==> src/rtl/piso_serializer.sv <==
// -----------------------------------------------------------------------------
// piso_serializer
//   Parameterised parallel-in serial-out shift register with a load/ready
//   handshake, consumer stall (shift_en) and framing strobes.  Consecutive
//   words stream with no idle bit between them.
//
// Parameters
//   WIDTH     : data word width in bits (2..32)
//   MSB_FIRST : 1 -> pin[WIDTH-1] is sent first, 0 -> pin[0] is sent first
//
// Optional build macro
//   PISO_SERIALIZER_PARITY_EN : when defined, an even-parity bit of the
//   captured word follows the data bits (frame length WIDTH+1).
//
// Ports
//   clk        in   rising-edge clock
//   reset      in   synchronous active-high reset, highest priority
//   load       in   word offer; accepted on an edge where load && ready
//   pin        in   parallel word, sampled only on an accepting edge
//   shift_en   in   consumer takes the current bit when shift_en && dout_valid
//   ready      out  block can accept a word this cycle (combinational)
//   dout       out  current serial bit, 0 when dout_valid=0
//   dout_valid out  dout holds a frame bit
//   last       out  current bit is the final bit of the frame
//   bit_cnt    out  index of the current bit in the frame, 0 when idle
// -----------------------------------------------------------------------------
module piso_serializer #(
    parameter int WIDTH     = 8,
    parameter bit MSB_FIRST = 1'b1
) (
    input  logic                       clk,
    input  logic                       reset,
    input  logic                       load,
    input  logic [WIDTH-1:0]           pin,
    input  logic                       shift_en,
    output logic                       ready,
    output logic                       dout,
    output logic                       dout_valid,
    output logic                       last,
    output logic [$clog2(WIDTH+1)-1:0] bit_cnt
);

    localparam int CW = $clog2(WIDTH + 1);
`ifdef PISO_SERIALIZER_PARITY_EN
    localparam int FL = WIDTH + 1;
`else
    localparam int FL = WIDTH;
`endif
    localparam logic [CW-1:0] LAST_IDX = CW'(FL - 1);

    typedef enum logic [0:0] {
        S_IDLE  = 1'b0,
        S_SHIFT = 1'b1
    } state_t;

`ifdef PISO_SERIALIZER_PARITY_EN
    // Even parity: XOR reduction of the word.
    function automatic logic even_parity(input logic [WIDTH-1:0] w);
        return ^w;
    endfunction

    // The parity bit sits at the far end of the register from the output
    // so it leaves after every data bit, whichever bit order is selected.
    function automatic logic [FL-1:0] frame_word(input logic [WIDTH-1:0] w);
        logic [FL-1:0] f;
        if (MSB_FIRST) begin
            f = {w, even_parity(w)};
        end else begin
            f = {even_parity(w), w};
        end
        return f;
    endfunction
`else
    function automatic logic [FL-1:0] frame_word(input logic [WIDTH-1:0] w);
        return w;
    endfunction
`endif

    state_t          state_q, state_d;
    logic [FL-1:0]   shreg_q, shreg_d;
    logic [CW-1:0]   bit_cnt_q, bit_cnt_d;

    logic            valid_s;
    logic            last_s;
    logic            out_bit_s;
    logic            ready_s;

    // Output-side decode, derived from flop state only.
    always_comb begin
        valid_s   = (state_q == S_SHIFT);
        last_s    = valid_s && (bit_cnt_q == LAST_IDX);
        out_bit_s = MSB_FIRST ? shreg_q[FL-1] : shreg_q[0];
        // Ready on the last bit lets the next word land with no bubble.
        ready_s   = !reset && ((state_q == S_IDLE) || (last_s && shift_en));
    end

    // Next-state, shift register and bit counter.
    always_comb begin
        state_d   = state_q;
        shreg_d   = shreg_q;
        bit_cnt_d = bit_cnt_q;
        case (state_q)
            S_IDLE: begin
                if (load) begin
                    shreg_d   = frame_word(pin);
                    bit_cnt_d = {CW{1'b0}};
                    state_d   = S_SHIFT;
                end else begin
                    state_d   = S_IDLE;
                end
            end
            S_SHIFT: begin
                if (shift_en) begin
                    if (last_s) begin
                        if (load) begin
                            shreg_d   = frame_word(pin);
                            bit_cnt_d = {CW{1'b0}};
                            state_d   = S_SHIFT;
                        end else begin
                            shreg_d   = {FL{1'b0}};
                            bit_cnt_d = {CW{1'b0}};
                            state_d   = S_IDLE;
                        end
                    end else begin
                        if (MSB_FIRST) begin
                            shreg_d = {shreg_q[FL-2:0], 1'b0};
                        end else begin
                            shreg_d = {1'b0, shreg_q[FL-1:1]};
                        end
                        bit_cnt_d = bit_cnt_q + CW'(1);
                    end
                end else begin
                    // Stall: everything holds.
                    state_d = S_SHIFT;
                end
            end
            default: begin
                state_d   = S_IDLE;
                shreg_d   = {FL{1'b0}};
                bit_cnt_d = {CW{1'b0}};
            end
        endcase
    end

    // State registers with synchronous reset.
    always_ff @(posedge clk) begin
        if (reset) begin
            state_q   <= S_IDLE;
            shreg_q   <= {FL{1'b0}};
            bit_cnt_q <= {CW{1'b0}};
        end else begin
            state_q   <= state_d;
            shreg_q   <= shreg_d;
            bit_cnt_q <= bit_cnt_d;
        end
    end

    assign ready      = ready_s;
    assign dout_valid = valid_s;
    assign dout       = valid_s & out_bit_s;
    assign last       = last_s;
    assign bit_cnt    = bit_cnt_q;

endmodule

==> config.mk <==
export PLATFORM = sky130hd
export DESIGN_NAME = piso_serializer
export DESIGN_NICKNAME = d
export VERILOG_FILES = /design/src/rtl/piso_serializer.sv
export SDC_FILE = /design/constraint.sdc
export NUM_CORES = 1
export LEC_CHECK = 0
export CAP_MARGIN = 40
export CORE_UTILIZATION = 47
export DETAILED_ROUTE_END_ITERATION = 12
export PLACE_DENSITY_LB_ADDON = 0.2
export SETUP_SLACK_MARGIN = 0.3
export SLEW_MARGIN = 25
export SYNTH_ARGS = -nofsm -noshare
export SYNTH_HDL_FRONTEND = slang
export SYNTH_SLANG_ARGS = --single-unit
==> constraint.sdc <==
create_clock -name clk -period 4.1 [get_ports clk]
set_clock_uncertainty 0.15 [all_clocks]
set_input_delay 1.23 -clock clk [delete_from_list [all_inputs] [get_ports clk]]
set_output_delay 1.23 -clock clk [all_outputs]
set_load 0.01 [all_outputs]
# Word level (Yosys, flattened, before mapping)
# Cells that the tools add are included.
# word_totals
ff_bits,13
inputBits,12
output_inout_bits,8
elab_cells,28
# classes
n_addsub,1
n_eq_ne,3
mux,13
bitwise,2
reduce_logical,6
# ops
op,count
2-to-1 mux 8 bit,4
case mux 8 bit (2 select lines),1
2-to-1 mux 4 bit,3
case mux 4 bit (2 select lines),1
adder 4 x 1 -> 4 bit (second input constant),1
equality test 4 x 3 -> 1 bit (second input constant),1
inequality test 2 bit (second input constant),2
logical AND 1 bit,3
2-to-1 mux 1 bit,3
case mux 1 bit (2 select lines),1
AND reduction 2 bit,1
AND 1 bit,1
zero test 1 bit,1
logical OR 1 bit,1
inverter 1 bit,1

# Depth between registers and ports, before layout
# Gate-level depths: netlist of the first run.
# logic_depth
ltp_word,5
depth_mapped,5
mapped_depth_nobuf,4

# Worst setup path before layout of the first run
# No wires, ideal clock.
# synth_path
kind,input to output
from,input port shift_en
to,output port ready
arrival_time_ps,1548
required_time_ps,2720
setup_slack_ps,1172
path_stages,2
n_path_buf,0
path_cell_list,a21o_2 > nor2b_1
# synth_via
elab_chain_len,3
# synth_rtl
item,line_no,source
from (decl),35,"input logic shift_en,"
logical AND 1 bit,94,ready_s = !reset && ((state_q == S_IDLE) || (last_s && shift_en));
logical OR 1 bit,94,
logical AND 1 bit,94,
to (decl),36,"output logic ready,"
# Every way passes these cells.

# Worst setup path in the final report of the first run
# Same ends and word-level chain as after synthesis.

==> results of run 1 <==
[worst min-delay path, stage by stage (launching register included)]
cell and delay (ns):
dfxtp_1 0.32, nand2_1 0.05, a21oi_1 0.05
[report_power, final]
part / switching [mW] / leakage (nW) / internal (mW) / total, mW
registers: 0.00411 / 0.107 / 0.135 / 0.139
clock network: 0.0411 / 0.0150 / 0.0376 / 0.0787
logic: 0.0239 / 0.198 / 0.0265 / 0.0504
[cell usage after synthesis]
| master | n | share of area (%) |
|---|---|---|
| o21ai_1 | 5 | 3.8 |
| nor2_1 | 8 | 4.6 |
| a31oi_1 | 1 | 0.96 |
| nor2b_1 | 1 | 0.96 |
| or3_1 | 1 | 0.96 |
| or4_1 | 1 | 1.1 |
| and4b_1 | 1 | 1.5 |
| inv_1 | 1 | 0.57 |
| mux2_4 | 1 | 2.3 |
| ha_1 | 1 | 1.9 |
| nand3b_1 | 1 | 1.1 |
| o211ai_1 | 2 | 2.3 |
| or2_0 | 1 | 0.96 |
| mux2i_1 | 1 | 1.5 |
| nand4_1 | 2 | 1.9 |
| dfxtp_1 | 13 | 40 |
| and2_1 | 1 | 0.96 |
| buf_2 | 2 | 1.5 |
| a21o_2 | 1 | 1.3 |
| clkbuf_1 | 2 | 1.1 |
| a21oi_1 | 5 | 3.8 |
| nand2_1 | 5 | 2.9 |
| inv_2 | 1 | 0.57 |
| a311oi_2 | 1 | 2.3 |
| and3b_1 | 1 | 1.3 |
| buf_4 | 1 | 1.1 |
| nand3_1 | 9 | 6.9 |
| o21ai_0 | 2 | 1.5 |
| a311oi_1 | 6 | 8.0 |
[registers in the layout (all words and copies together), names as in the netlist]
name / flops
bit_cnt: 4
dout_valid: 1
shreg_q: 8
[layer usage]
metal / routed length [um] / up-vias
met5: 0 / -
met4: 12 / 0
met3: 56 / 2
met2: 625 / 16
met1: 748 / 305
li1: - / 336
[placed cells by master, fill, tap and decap left out, types with 3 or more instances in the layout]
cell,netlist,final
nand3_1,9,9
a311oi_1,6,6
nor2_1,8,8
nand2_1,5,5
dfxtp_1,13,13
o21ai_1,5,5
a21oi_1,5,5
clkbuf_4,0,3
buf_4,1,3
clkdlybuf4s50_1,0,18
[layout make-up]
cell class | instances | area (sq um) | share of cell area, %
Clock buffer | 4 | 26.3 | 2.97
Inverter | 2 | 7.51 | 0.849
Multi-Input combinational cell | 58 | 360 | 40.7
Sequential cell | 13 | 260 | 29.4
Tap cell | 15 | 18.8 | 2.12
Timing Repair Buffer | 22 | 211 | 23.9
[cell families (layout without fill, tap and decap cells)]
logic type | Yosys count | in the layout
and+or+nand+nor | 32 | 32
AOI/OAI and AO/OA | 23 | 23
DFF | 13 | 13
buffers and inverters | 7 | 28
muxes | 2 | 2
adders and majority gates | 1 | 1
[metrics by stage]
| step | instances | hold slack, ns | power [mW] | area (sq um) | setup slack, ns |
|---|---|---|---|---|---|
| 2_1_floorplan | 78 | 0.287 | 0.170 | 653 | 1.17 |
| 4_1_cts | 114 | 0.320 | 0.270 | 885 | 0.469 |
| 3_3_place_gp | 110 | 0.298 | 0.191 | 860 | 0.230 |
| 5_1_grt | 114 | 0.336 | 0.284 | 885 | 0.429 |
| 3_5_place_dp | 110 | 0.306 | 0.192 | 860 | 0.226 |
| 6_report | 114 | 0.316 | 0.268 | 885 | 0.478 |
[worst max path at each step]
stage             start     to  cells past startpoint  slack [ns]
3_5_place_dp   shift_en  ready                      4        0.23
4_1_cts        shift_en  ready                      4        0.47
6_report       shift_en  ready                      4        0.48
5_1_grt        shift_en  ready                      4        0.43
2_1_floorplan  shift_en  ready                      2        1.17
3_3_place_gp   shift_en  ready                      4        0.23
[repair_timing]
item,in CTS,in global routing
setup buffers,0,0
resized for setup,1,0
endpoints found under the setup margin,1,0
==> metrics.txt, run 1 <==
die height 39.3 um; Avg Inst Size Synth 8.37 sq um; Routability Congestion 0.805; mux share of post-synthesis cell area 3.83%; port bufs 19; worst r2r src bit_cnt[0]; largest family of logic cells by synthesized area simple AND/OR/NAND/NOR gates; min-delay src shreg_q[0]; Worst slew margin 76.3%; Synth Area in Adders 1.92%; share of cells above drive strength 1 10.1%; CTS Sinks 13; CTS buffer count 3; Hold Path Depth 2; P&R area growth vs syn 35.4%; Starting DRT DRC Count 11; CTS tree yes; Critical Path Max Stage Delay 0.42 ns; crit-path cells clkdlybuf4s50_1 > a21o_2 > nor2b_1 > dlygate4sd2_1; CP bufs+invs 2; Inserted Diodes 0; Final Hold Violating Endpoints 0; status completed; wire per inst 12.7 um; HP Class flop to flop; crit-path max FO 2; r2r setup slk 2.44 ns; R2R depth 4; CP Class primary input to primary output; Yosys reg bits 13; count of final setup violators 0; Setup Total Neg Slack 0 ns; Reg-to-Reg End bit_cnt[3]; DR DRC count 0; routing usage on met3 3.41%; Tcrit/Tclk final 88.3%; die width 39.3 um; Synth Area in XOR/XNOR 0%; Initial Util 50.2%; register area share after synthesis 39.8%; final WL 1440 um; Compound-Gate Fraction of Synth Area 24.1%; die area 1540 sq um; Arr. time, crit path 2.24 ns; gr busiest metal met1; Hold-fix buffers, CTS 0; Overflow after GRT 0; Core Region 1300 sq um; CP Data Required Time 2.72 ns; Cell Pwr Density 303 nW/um^2; CTS H-tree depth 1; largest net degree at the start of global routing 18; Hold EP shreg_q[0]; 1st-pass router iterations 4; max-slew violation count 0; first-pass GRT wire length 2220 um; number of max-cap violations 0; Final Critical Period 3.62 ns; post-route ant nets 0; crit path launch type primary input; clock root cell clkbuf_4; Peak Freq 0.276 GHz; RSZ-0062 raised after global routing false; Nets 113; clock slew at the register clock pins of the worst setup and hold paths 0.08 ns; Slew @ Worst Pin 0.345 ns; VDD IR-drop max 0.130 mV; Synth Warn # 0; Critical Path End Type primary output; Via Count 659; clock buffer depth 2; site row count 13; routing usage on met1 33.9%; initial antenna violation count 0; Synth cell types 29; family with the most delay on the worst path buffers and inverters; syn_nets 91; vias in the first global route 483; met2 Use GR 25.8%; Ports 20; crit path max-delay cell type clkdlybuf4s50_1; Post-Synth Simple-Gate Area 25.3%; Total GRT Usage 21.5%; synthesized cell area 653 sq um; filler instances 120; Clk Latency, worst-skew pair 0.27 ns; Via density 5.78; final core occ 68.0%; P_leak 0.320 nW; synthesized instance count 78
Power figures use the tool's default switching activity.
==> inputs of run 2 (changes only) <==
--- a/config.mk
+++ b/config.mk
@@ -5,12 +5,12 @@
 export SDC_FILE = /design/constraint.sdc
 export NUM_CORES = 1
 export LEC_CHECK = 0
-export CAP_MARGIN = 40
+export CAP_MARGIN = 20
 export CORE_UTILIZATION = 47
 export DETAILED_ROUTE_END_ITERATION = 12
 export PLACE_DENSITY_LB_ADDON = 0.2
 export SETUP_SLACK_MARGIN = 0.3
-export SLEW_MARGIN = 25
+export SLEW_MARGIN = 20
 export SYNTH_ARGS = -nofsm -noshare
 export SYNTH_HDL_FRONTEND = slang
 export SYNTH_SLANG_ARGS = --single-unit
==> constraint.sdc (replaced) <==
create_clock -name clk -period 4.1 [get_ports clk]
set_clock_uncertainty 0.15 [all_clocks]
set_input_delay 0.615 -clock clk [delete_from_list [all_inputs] [get_ports clk]]
set_output_delay 0.615 -clock clk [all_outputs]
set_load 0.01 [all_outputs]
==> run 2 against run 1 <==
Against the previous run: utilization down 1.6 points; worst hold slack gained 0.0084 ns; global-route usage increased by 1.3 points; sequential cell count unchanged; fmax is 28% higher; largest power group unchanged; highest routed layer unchanged.
==> metrics.txt, run 2 (synthesis gave the netlist of run 1 again) <==
routing usage on met3 6.82% (+3.4 points); status completed; CTS Sinks 13 (unchanged); 1st-pass router iterations 4 (unchanged); Setup crit end ready; Starting DRT DRC Count 24 (+13); Tcrit/Tclk final 69.1% (-19 points); worst slack at placement 1.30 ns (+1.08 ns); crit path max-delay cell type clkdlybuf4s50_1; HP Class flop to flop; Nets 110 (-2.7%); r2r setup slk 2.42 ns (-0.02 ns); Initial Util 50.2% (unchanged); vias in the first global route 459 (-5.0%); die height 39.3 um (unchanged); port bufs 19 (unchanged); Core Region 1300 sq um (unchanged); wire per inst 13.5 um (+6.5%); Via density 5.82 (+0.68%); CP bufs+invs 2 (unchanged); Peak Freq 0.353 GHz (+28%); CP Data Required Time 3.34 ns (+0.62 ns); number of max-cap violations 0 (unchanged); routing usage on met1 32.6% (-1.3 points); R2R depth 4 (unchanged); CTS H-tree depth 1 (unchanged); crit-path cells clkdlybuf4s50_1 > a21o_2 > nor2b_1 > clkdlybuf4s50_1; Critical Path End Type primary output; die width 39.3 um (unchanged); CP Class primary input to primary output; Hold-fix buffers, CTS 0 (unchanged); P_leak 0.303 nW (-5.4%); VDD IR-drop max 0.192 mV (+48%); CTS resizes 0 (-1); max-slew violation count 0 (unchanged); crit-path max FO 7 (+5); CTS buffer count 3 (unchanged); commonest non-fill, non-tap cell in the layout clkdlybuf4s50_1; post-route ant nets 0 (unchanged); die area 1540 sq um (unchanged); Cell Pwr Density 313 nW/um^2 (+3.4%); Worst slew margin 60.7% (-16 points); Ports 20 (unchanged); Reg-to-Reg End bit_cnt[3]; site row count 13 (unchanged); DP HPWL 995 um; Slew @ Worst Pin 0.588 ns (+0.243 ns); Setup Total Neg Slack 0 ns (unchanged); crit path launch shift_en; Clk Latency, worst-skew pair 0.28 ns (about the same); clock buffer depth 2 (unchanged); clock slew at the register clock pins of the worst setup and hold paths 0.08 ns (about the same); clock root cell clkbuf_4; largest net degree at the start of global routing 18 (unchanged); worst setup margin 1.27 ns (+0.790 ns); met2 Use GR 30.8% (+5.0 points); Final Hold Violating Endpoints 0 (unchanged); Via Count 646 (-2.0%); count of final setup violators 0 (unchanged); Arr. time, crit path 2.07 ns (-0.17 ns); max reg flops 8 (unchanged); share of cells above drive strength 1 7.29% (-2.8 points); initial antenna violation count 0 (unchanged); crit path launch type primary input; Final Critical Period 2.83 ns (-0.790 ns); Post-CTS Setup Inserts 0 (unchanged); Inserted Diodes 0 (unchanged); Routability Congestion 0.870 (+8.0%); DR DRC count 0 (unchanged); RSZ-0062 raised after global routing false; P&R area growth vs syn 32.2%; final WL 1500 um (+3.7%); family with the most delay on the worst path buffers and inverters; CTS tree yes; Critical Path Max Stage Delay 0.62 ns (+0.20 ns); most frequent CP cell clkdlybuf4s50_1; gr busiest metal met1; total power 0.270 mW (+0.90%); Total GRT Usage 22.8% (+1.3 points); first-pass GRT wire length 2260 um (+1.6%); worst r2r src bit_cnt[0]; Overflow after GRT 0 (unchanged); most frequent cells in the layout clkdlybuf4s50_1, dfxtp_1, nand3_1; Reg with most FFs shreg_q; WP depth 4 (unchanged)
-- run 2: cell count changes in the layout (fill, tap and decap cells not counted), sizes merged --
cell	previous run	this run
buf	3	0
clkdlybuf4s50	18	19
dlygate4sd2	1	0
-- run 2: power breakdown --
part           switching (mW)  internal (mW)  total [mW]
logic                  0.0205         0.0250      0.0455
registers             0.00744          0.135       0.142
clock network          0.0449         0.0378      0.0827
total                  0.0728          0.197       0.270
-- run 2: how the worst min path moves through the flow --
stage | start | end | slack [ns] | depth (start not counted)
after floorplan | shreg_q[0] | shreg_q[0] | 0.29 | 2
after global placement | shreg_q[0] | shreg_q[0] | 0.30 | 2
after detailed placement | shreg_q[0] | shreg_q[0] | 0.31 | 2
after CTS | shreg_q[0] | shreg_q[0] | 0.32 | 2
after global routing | shreg_q[0] | shreg_q[0] | 0.34 | 2
final | shreg_q[0] | shreg_q[0] | 0.32 | 2
-- run 2: worst reg2reg max path, cell delays in order (launching register included) --
cell,delay [ns]
dfxtp_1,0.35
ha_1,0.24
and3b_1,0.22
or4_1,0.50
a31oi_1,0.14
-- run 2: through the flow --
stage                     util, %  area (sq um)  cells  hold WS (ns)
after global placement       64.3           837    107         0.299
after global routing         66.3           863    111         0.343
after detailed placement     64.3           837    107         0.308
after floorplan                 -           653     78         0.287
after CTS                    66.3           863    111         0.320
final                        66.3           863    111         0.324
-- run 2: cell type report --
type / count / area [sq um]
fill: 112 / 438
multi-input combinational: 58 / 360
sequential: 13 / 260
timing repair buffer: 19 / 190
clock buffer: 4 / 26.3
tap: 15 / 18.8
inverter: 2 / 7.51
-- run 2: layer usage --
layer	wire length [um]	share of wire [%]
met1	722	48
met2	665	44
met3	81	5.4
met4	28	1.9
met5	0	0
